**src/rtl/seg_scan_ctrl.sv**
```systemverilog
// Seven-segment scan controller: rotates one active-low anode per DWELL cycles and feeds that digit's code to a shared decoder.
// A loaded frame is double-buffered and committed only at a frame wrap; load_ready drops while a frame is pending.
module seg_scan_ctrl #(
    parameter int NUM_DIGITS   = 4,
    parameter int DWELL        = 100000,
    parameter int BLINK_FRAMES = 64
) (
    input  logic                    clk,
    input  logic                    rst,
    input  logic                    load_valid,
    output logic                    load_ready,
    input  logic [4*NUM_DIGITS-1:0] load_digits,
    input  logic [NUM_DIGITS-1:0]   load_blank,
    input  logic                    blink_en,
    output logic [3:0]              hex_out,
    output logic [NUM_DIGITS-1:0]   an,
    output logic                    frame_start
);

    localparam int IDX_W = (NUM_DIGITS > 1) ? $clog2(NUM_DIGITS) : 1;
    localparam int DW_W  = $clog2(DWELL);
    localparam int BL_W  = (BLINK_FRAMES > 1) ? $clog2(BLINK_FRAMES) : 1;

    localparam logic [DW_W-1:0]  DWELL_LAST = DW_W'(DWELL - 1);
    localparam logic [IDX_W-1:0] IDX_LAST   = IDX_W'(NUM_DIGITS - 1);
    localparam logic [BL_W-1:0]  BLINK_LAST = BL_W'(BLINK_FRAMES - 1);

    logic [DW_W-1:0]         dwell_q, dwell_d;
    logic [IDX_W-1:0]        idx_q, idx_d;
    logic [4*NUM_DIGITS-1:0] live_digits_q, live_digits_d;
    logic [NUM_DIGITS-1:0]   live_blank_q, live_blank_d;
    logic [4*NUM_DIGITS-1:0] pend_digits_q, pend_digits_d;
    logic [NUM_DIGITS-1:0]   pend_blank_q, pend_blank_d;
    logic                    pend_q, pend_d;
    logic [BL_W-1:0]         blink_cnt_q, blink_cnt_d;
    logic                    phase_q, phase_d;
    logic                    frame_start_q, frame_start_d;

    logic                    dwell_end;
    logic                    wrap;
    logic [NUM_DIGITS-1:0]   an_onehot;

    always_comb begin
        dwell_d       = dwell_q;
        idx_d         = idx_q;
        live_digits_d = live_digits_q;
        live_blank_d  = live_blank_q;
        pend_digits_d = pend_digits_q;
        pend_blank_d  = pend_blank_q;
        pend_d        = pend_q;
        blink_cnt_d   = blink_cnt_q;
        phase_d       = phase_q;

        dwell_end     = (dwell_q == DWELL_LAST);
        wrap          = dwell_end && (idx_q == IDX_LAST);
        frame_start_d = wrap;

        if (dwell_end) begin
            dwell_d = '0;
            idx_d   = wrap ? '0 : idx_q + 1'b1;
        end else begin
            dwell_d = dwell_q + 1'b1;
        end

        // Commit and accept are mutually exclusive because both key off pend_q.
        if (wrap && pend_q) begin
            live_digits_d = pend_digits_q;
            live_blank_d  = pend_blank_q;
            pend_d        = 1'b0;
        end
        if (load_valid && !pend_q) begin
            pend_digits_d = load_digits;
            pend_blank_d  = load_blank;
            pend_d        = 1'b1;
        end

        if (!blink_en) begin
            blink_cnt_d = '0;
            phase_d     = 1'b0;
        end else if (wrap) begin
            if (blink_cnt_q == BLINK_LAST) begin
                blink_cnt_d = '0;
                phase_d     = ~phase_q;
            end else begin
                blink_cnt_d = blink_cnt_q + 1'b1;
            end
        end
    end

    always_ff @(posedge clk) begin
        if (rst) begin
            dwell_q       <= '0;
            idx_q         <= '0;
            live_digits_q <= '1;
            live_blank_q  <= '1;
            pend_digits_q <= '0;
            pend_blank_q  <= '0;
            pend_q        <= 1'b0;
            blink_cnt_q   <= '0;
            phase_q       <= 1'b0;
            frame_start_q <= 1'b1;
        end else begin
            dwell_q       <= dwell_d;
            idx_q         <= idx_d;
            live_digits_q <= live_digits_d;
            live_blank_q  <= live_blank_d;
            pend_digits_q <= pend_digits_d;
            pend_blank_q  <= pend_blank_d;
            pend_q        <= pend_d;
            blink_cnt_q   <= blink_cnt_d;
            phase_q       <= phase_d;
            frame_start_q <= frame_start_d;
        end
    end

    // phase_q is forced low whenever blink_en is low, so it alone gates the dark phase.
    always_comb begin
        an_onehot        = '0;
        an_onehot[idx_q] = 1'b1;
        an               = ~an_onehot;
        if (live_blank_q[idx_q] || phase_q) begin
            hex_out = 4'hF;
        end else begin
            hex_out = live_digits_q[idx_q*4 +: 4];
        end
    end

    assign load_ready  = ~pend_q;
    assign frame_start = frame_start_q;

endmodule

```
**config.mk**
```make
export PLATFORM = sky130hd
export DESIGN_NAME = seg_scan_ctrl
export DESIGN_NICKNAME = d
export VERILOG_FILES = /design/src/rtl/seg_scan_ctrl.sv
export SDC_FILE = /design/constraint.sdc
export NUM_CORES = 1
export LEC_CHECK = 0
export BUFFER_PORTS_ARGS = -buffer_cell sky130_fd_sc_hd__buf_2
export CORE_UTILIZATION = 52
export CTS_CLUSTER_DIAMETER = 30
export DETAILED_ROUTE_END_ITERATION = 10
export PLACE_DENSITY = 0.74
export RECOVER_POWER = 100
export SLEW_MARGIN = 25
export SYNTH_ARGS = -nofsm -noshare
export SYNTH_HDL_FRONTEND = slang
export SYNTH_SLANG_ARGS = --single-unit
```
**constraint.sdc**
```tcl
create_clock -name clk -period 2.3 [get_ports clk]
set_input_delay 0.46 -clock clk [delete_from_list [all_inputs] [get_ports clk]]
set_output_delay 0.46 -clock clk [all_outputs]
set_load 0.02 [all_outputs]
```
==> impl_results.html <==
<table>
<tr><th>Metric</th><th>Value</th></tr>
<tr><th colspan="2">Run status</th></tr>
<tr><td>Run status</td><td>completed</td></tr>
<tr><th colspan="2">Timing</th></tr>
<tr><td>Final Setup Violations</td><td>0</td></tr>
<tr><td>Max Clock Skew</td><td>0.008629 ns</td></tr>
<tr><td>Ratio of final minimum period to clock period</td><td>0.9799</td></tr>
<tr><td>Top achievable clock speed</td><td>443.7 MHz</td></tr>
<tr><td>Max Slew Vio Count</td><td>0</td></tr>
<tr><td>Unrepaired setup endpoints after global routing</td><td>yes</td></tr>
<tr><td>Post-route minimum period</td><td>2.254 ns</td></tr>
<tr><td>Transition at the pin with the smallest max-transition slack</td><td>0.7602 ns</td></tr>
<tr><td>Minimum setup slack in the final design</td><td>0.04617 ns</td></tr>
<tr><td>Max-slew headroom</td><td>0.4920</td></tr>
<tr><td>Final Hold Viols</td><td>0</td></tr>
<tr><th colspan="2">Finish</th></tr>
<tr><td>Share of final-layout standard cells stronger than drive strength 1</td><td>0.2000</td></tr>
<tr><td>Design area</td><td>3575 µm²</td></tr>
<tr><td>Area of the multi-input gates</td><td>1516 µm²</td></tr>
<tr><td>N_diodes</td><td>0</td></tr>
<tr><td>Number of nets in the finished design</td><td>425</td></tr>
<tr><td>Seq. cell area</td><td>1365 µm²</td></tr>
<tr><td>Fillers</td><td>514</td></tr>
<tr><td>Layout area overhead</td><td>19.29%</td></tr>
<tr><th colspan="2">Clock tree</th></tr>
<tr><td>Later-pin clock latency in the skew report</td><td>0.35 ns</td></tr>
<tr><td>Number of sinks handled by clock tree synthesis</td><td>68</td></tr>
<tr><td>CTS HTree Levels</td><td>3</td></tr>
<tr><td>Clk slew on worst S/H paths</td><td>0.07 ns</td></tr>
<tr><td>Number of buffers inserted to repair setup after CTS</td><td>0</td></tr>
<tr><td>CTS tree</td><td>built</td></tr>
<tr><td>Clock Root Buffer</td><td>sky130_fd_sc_hd__clkbuf_8</td></tr>
<tr><td>Number of buffers created by CTS</td><td>9</td></tr>
<tr><td>Clock Path Buffers</td><td>2</td></tr>
<tr><th colspan="2">Power and ir drop</th></tr>
<tr><td>Worst ir drop on vdd</td><td>481.3 µV</td></tr>
<tr><td>Internal</td><td>1.884 mW</td></tr>
<tr><td>Sequential power share</td><td>0.502</td></tr>
<tr><td>Lkg Pwr</td><td>1.305 nW</td></tr>
<tr><td>Switch share</td><td>0.2253</td></tr>
<tr><td>Share of total power in the clock network</td><td>0.454</td></tr>
<tr><td>Power density relative to cell area</td><td>680.4 nW/µm²</td></tr>
<tr><td>Net switching power</td><td>0.5480 mW</td></tr>
<tr><td>Comb power frac</td><td>0.043</td></tr>
<tr><th colspan="2">Drt</th></tr>
<tr><td>Length of routed met3 wiring</td><td>442 µm</td></tr>
<tr><td>Met2 Routed Length</td><td>3101 µm</td></tr>
<tr><td>Total routed wirelength</td><td>6937 µm</td></tr>
<tr><td>DR top layer</td><td>met4</td></tr>
<tr><td>Remaining DRCs</td><td>0</td></tr>
<tr><td>Wl on met1</td><td>3252 µm</td></tr>
<tr><td>Wire length per cell</td><td>14.70 µm</td></tr>
<tr><td>Per-cell via count in the routed design</td><td>5.867</td></tr>
<tr><td>Vias</td><td>2769</td></tr>
<tr><td>Number of design-rule violations left by the first detailed-router iteration</td><td>249</td></tr>
<tr><td>Antenna viol nets, final</td><td>0</td></tr>
<tr><td>Number of iterations in the first detailed-routing pass</td><td>5</td></tr>
<tr><th colspan="2">Place</th></tr>
<tr><td>Post-DP HPWL</td><td>4589 µm</td></tr>
<tr><td>Placement-stage worst setup slack</td><td>0.003834 ns</td></tr>
<tr><td>Port-buffer cells</td><td>33</td></tr>
<tr><td>Placement Cell Area</td><td>3314 µm²</td></tr>
<tr><td>Placer Congestion</td><td>0.8619</td></tr>
<tr><th colspan="2">Yosys</th></tr>
<tr><td>Most area-hungry cell type in the Yosys netlist</td><td>sky130_fd_sc_hd__dfxtp_1</td></tr>
<tr><td>Synthesized instance count</td><td>356</td></tr>
<tr><td>Synthesized net count</td><td>386</td></tr>
<tr><td>Post-synth top area share</td><td>0.4543</td></tr>
<tr><td>Post-synthesis sequential area ratio</td><td>0.4543</td></tr>
<tr><td>Synth Register Bits</td><td>68</td></tr>
<tr><td>Distinct cells, synth</td><td>34</td></tr>
<tr><td>Dominant synthesized flop cell</td><td>sky130_fd_sc_hd__dfxtp_1</td></tr>
<tr><td>Synthesized area divided by synthesized cell count</td><td>8.417 µm²</td></tr>
<tr><td>Post-synthesis instance area</td><td>2997 µm²</td></tr>
<tr><td>Warnings, synthesis</td><td>0</td></tr>
<tr><td>Most numerous cell in the Yosys netlist</td><td>sky130_fd_sc_hd__dfxtp_1</td></tr>
<tr><td>Cell types with the highest counts after synthesis</td><td>sky130_fd_sc_hd__dfxtp_1 (68), sky130_fd_sc_hd__nand2_1 (52), sky130_fd_sc_hd__a21oi_1 (31)</td></tr>
<tr><td>Number of synthesized flops with an enable pin</td><td>0</td></tr>
<tr><td>FFs w/ async S/R, synth</td><td>0</td></tr>
<tr><td>Dominant cells by area after synthesis</td><td>sky130_fd_sc_hd__dfxtp_1 (45%), sky130_fd_sc_hd__nand2_1 (6.5%), sky130_fd_sc_hd__a21oi_1 (5.2%), sky130_fd_sc_hd__nor4_1 (5.0%), sky130_fd_sc_hd__o21ai_0 (4.7%)</td></tr>
<tr><th colspan="2">Worst setup path</th></tr>
<tr><td>WP data arrival</td><td>1.79 ns</td></tr>
<tr><td>Maximum fanout along the worst path</td><td>6</td></tr>
<tr><td>Startpoint type of the worst setup path</td><td>flip-flop</td></tr>
<tr><td>Worst Path Required</td><td>1.84 ns</td></tr>
<tr><td>Worst Path Class, Setup</td><td>flip-flop to output pin</td></tr>
<tr><td>Nature of the critical path endpoint</td><td>output pin</td></tr>
<tr><th colspan="2">Global routing</th></tr>
<tr><td>Remaining Overflow, GRT</td><td>0</td></tr>
<tr><td>Combined global-route utilization of all metal layers</td><td>0.2523</td></tr>
<tr><td>Pin count of the biggest net entering global routing</td><td>24</td></tr>
<tr><td>Number of antenna violations at the first check in global routing</td><td>0</td></tr>
<tr><td>Number of global-route vias before repair</td><td>2579</td></tr>
<tr><td>Global-route wire length before repair</td><td>11940 µm</td></tr>
<tr><th colspan="2">Floorplanning</th></tr>
<tr><td>Placeable core region</td><td>5540 µm²</td></tr>
<tr><td>Starting density of the core</td><td>0.5409</td></tr>
<tr><td>Number of placed I/O pins</td><td>34</td></tr>
<tr><td>Site row count</td><td>27</td></tr>
<tr><td>Die H</td><td>77.91 µm</td></tr>
<tr><td>Area enclosed by the die boundary</td><td>6070 µm²</td></tr>
<tr><td>Horizontal die dimension</td><td>77.91 µm</td></tr>
<tr><th colspan="2">Run</th></tr>
<tr><td>Max-capacitance violation count</td><td>0</td></tr>
<tr><th colspan="2">Worst hold path</th></tr>
<tr><td>Class of the most critical hold timing path</td><td>input pin to flip-flop</td></tr>
</table>
==> state kept, by name, summed over array words and instances, names as in the netlist <==
signal / cells
frame_start: 1
phase_q: 1
blink_cnt_q: 6
pend_digits_q: 16
live_blank_q: 4
dwell_q: 17
idx_q: 2
pend_q: 1
live_digits_q: 16
pend_blank_q: 4
==> timing repair <==
item | CTS | global route
hold buffers | 0 | 0
endpoints found under the setup margin | 4 | 11
gates resized for setup | 2 | 14
pin swaps | 0 | 4
==> layout by cell type (no fill, tap or decap), types with 2 or more instances in the layout <==
cell type                   synthesis  final
sky130_fd_sc_hd__inv_1             10     10
sky130_fd_sc_hd__or4_4              0      4
sky130_fd_sc_hd__a21oi_2            0      2
sky130_fd_sc_hd__nand4_1            8      8
sky130_fd_sc_hd__or3_1              7      7
sky130_fd_sc_hd__a21oi_1           31     29
sky130_fd_sc_hd__nor4_1            24     22
sky130_fd_sc_hd__xnor2_1            5      5
sky130_fd_sc_hd__o21ai_0           28     28
sky130_fd_sc_hd__nor2_1            18     18
sky130_fd_sc_hd__nor2b_1            3      3
sky130_fd_sc_hd__buf_6              1      2
sky130_fd_sc_hd__buf_4              0     22
sky130_fd_sc_hd__buf_2              2     25
sky130_fd_sc_hd__nand2_1           52     52
sky130_fd_sc_hd__nor4_2             0      2
sky130_fd_sc_hd__or4_1              6      2
sky130_fd_sc_hd__and3_1             3      3
sky130_fd_sc_hd__clkbuf_8           0     10
sky130_fd_sc_hd__o31ai_1            3      3
sky130_fd_sc_hd__clkinv_4           0      2
sky130_fd_sc_hd__mux4_2             5      5
sky130_fd_sc_hd__a31oi_1           22     22
sky130_fd_sc_hd__xor2_1             7      7
sky130_fd_sc_hd__ha_1               6      6
sky130_fd_sc_hd__nand3_1           10     10
sky130_fd_sc_hd__clkinv_2           0      2
sky130_fd_sc_hd__dfxtp_1           68     67
sky130_fd_sc_hd__clkbuf_1          22      6
sky130_fd_sc_hd__bufinv_16          0      2
sky130_fd_sc_hd__nor3_1             3      3
==> cell families after synthesis <==
kind of cell,Yosys count,synth area share
DFF,68,0.4543
muxes,5,0.03758
adders and majority gates,6,0.02505
AOI/OAI and AO/OA,88,0.1641
buffers and inverters,38,0.05136
xor gates and xnor gates,12,0.03507
and+or+nand+nor,139,0.2326
==> metal layers <==
metal,global-route usage,vias up
li1,-,1368
met1,0.3365,1293
met2,0.3805,97
met3,0.05882,11
met4,0.1296,0
met5,0,-
==> power by group through the flow <==
stage,Combinational [mW],Clock [mW],Sequential (mW)
CTS,0.106,1.12,1.22
global route,0.121,1.16,1.22
finish,0.105,1.11,1.22
global placement,0.104,0,1.25
detailed placement,0.106,0,1.25
floorplan,0.0665,0,1.25
==> final timing paths <==
| check | depth (start not counted) | slack (ns) | from | to |
|---|---|---|---|---|
| worst min-delay path | 3 | 0.34 | load_digits[6] | pend_digits_q[6] |
| worst max-delay path | 3 | 0.05 | idx_q[0] | hex_out[1] |
| worst min register to register | 2 | 0.46 | pend_digits_q[9] | pend_digits_q[9] |
| worst max register to register | 5 | 0.05 | dwell_q[13] | blink_cnt_q[0] |
==> through the flow <==
| stage | setup TNS (ns) | cells | util | hold slack [ns] | power (mW) |
|---|---|---|---|---|---|
| finish | 0 | 472 | 0.6452 | 0.3386 | 2.432 |
| detailed placement | 0 | 456 | 0.5982 | 0.4485 | 1.356 |
| CTS | 0 | 472 | 0.6396 | 0.3294 | 2.446 |
| global route | -0.01545 | 472 | 0.6452 | 0.3316 | 2.508 |
| global placement | 0 | 456 | 0.5982 | 0.4434 | 1.353 |
| floorplan | 0 | 356 | - | 0.4297 | 1.312 |
==> critical path: stages, from the launching register on <==
cell,delay (ns)
sky130_fd_sc_hd__dfxtp_4,0.41
sky130_fd_sc_hd__mux4_2,0.52
sky130_fd_sc_hd__or3_1,0.35
sky130_fd_sc_hd__buf_4,0.16
==> area by class of cell <==
| class | count | share of cell area |
|---|---|---|
| repair buffers | 56 | 0.09520 |
| clock buffers | 10 | 0.03850 |
| clock inverters | 6 | 0.02450 |
| multi-input cells | 250 | 0.4242 |
| flip-flops and latches | 68 | 0.3819 |
| well taps | 72 | 0.02520 |
| inverters | 10 | 0.01050 |
No activity file was read; power rests on OpenSTA's default activity.
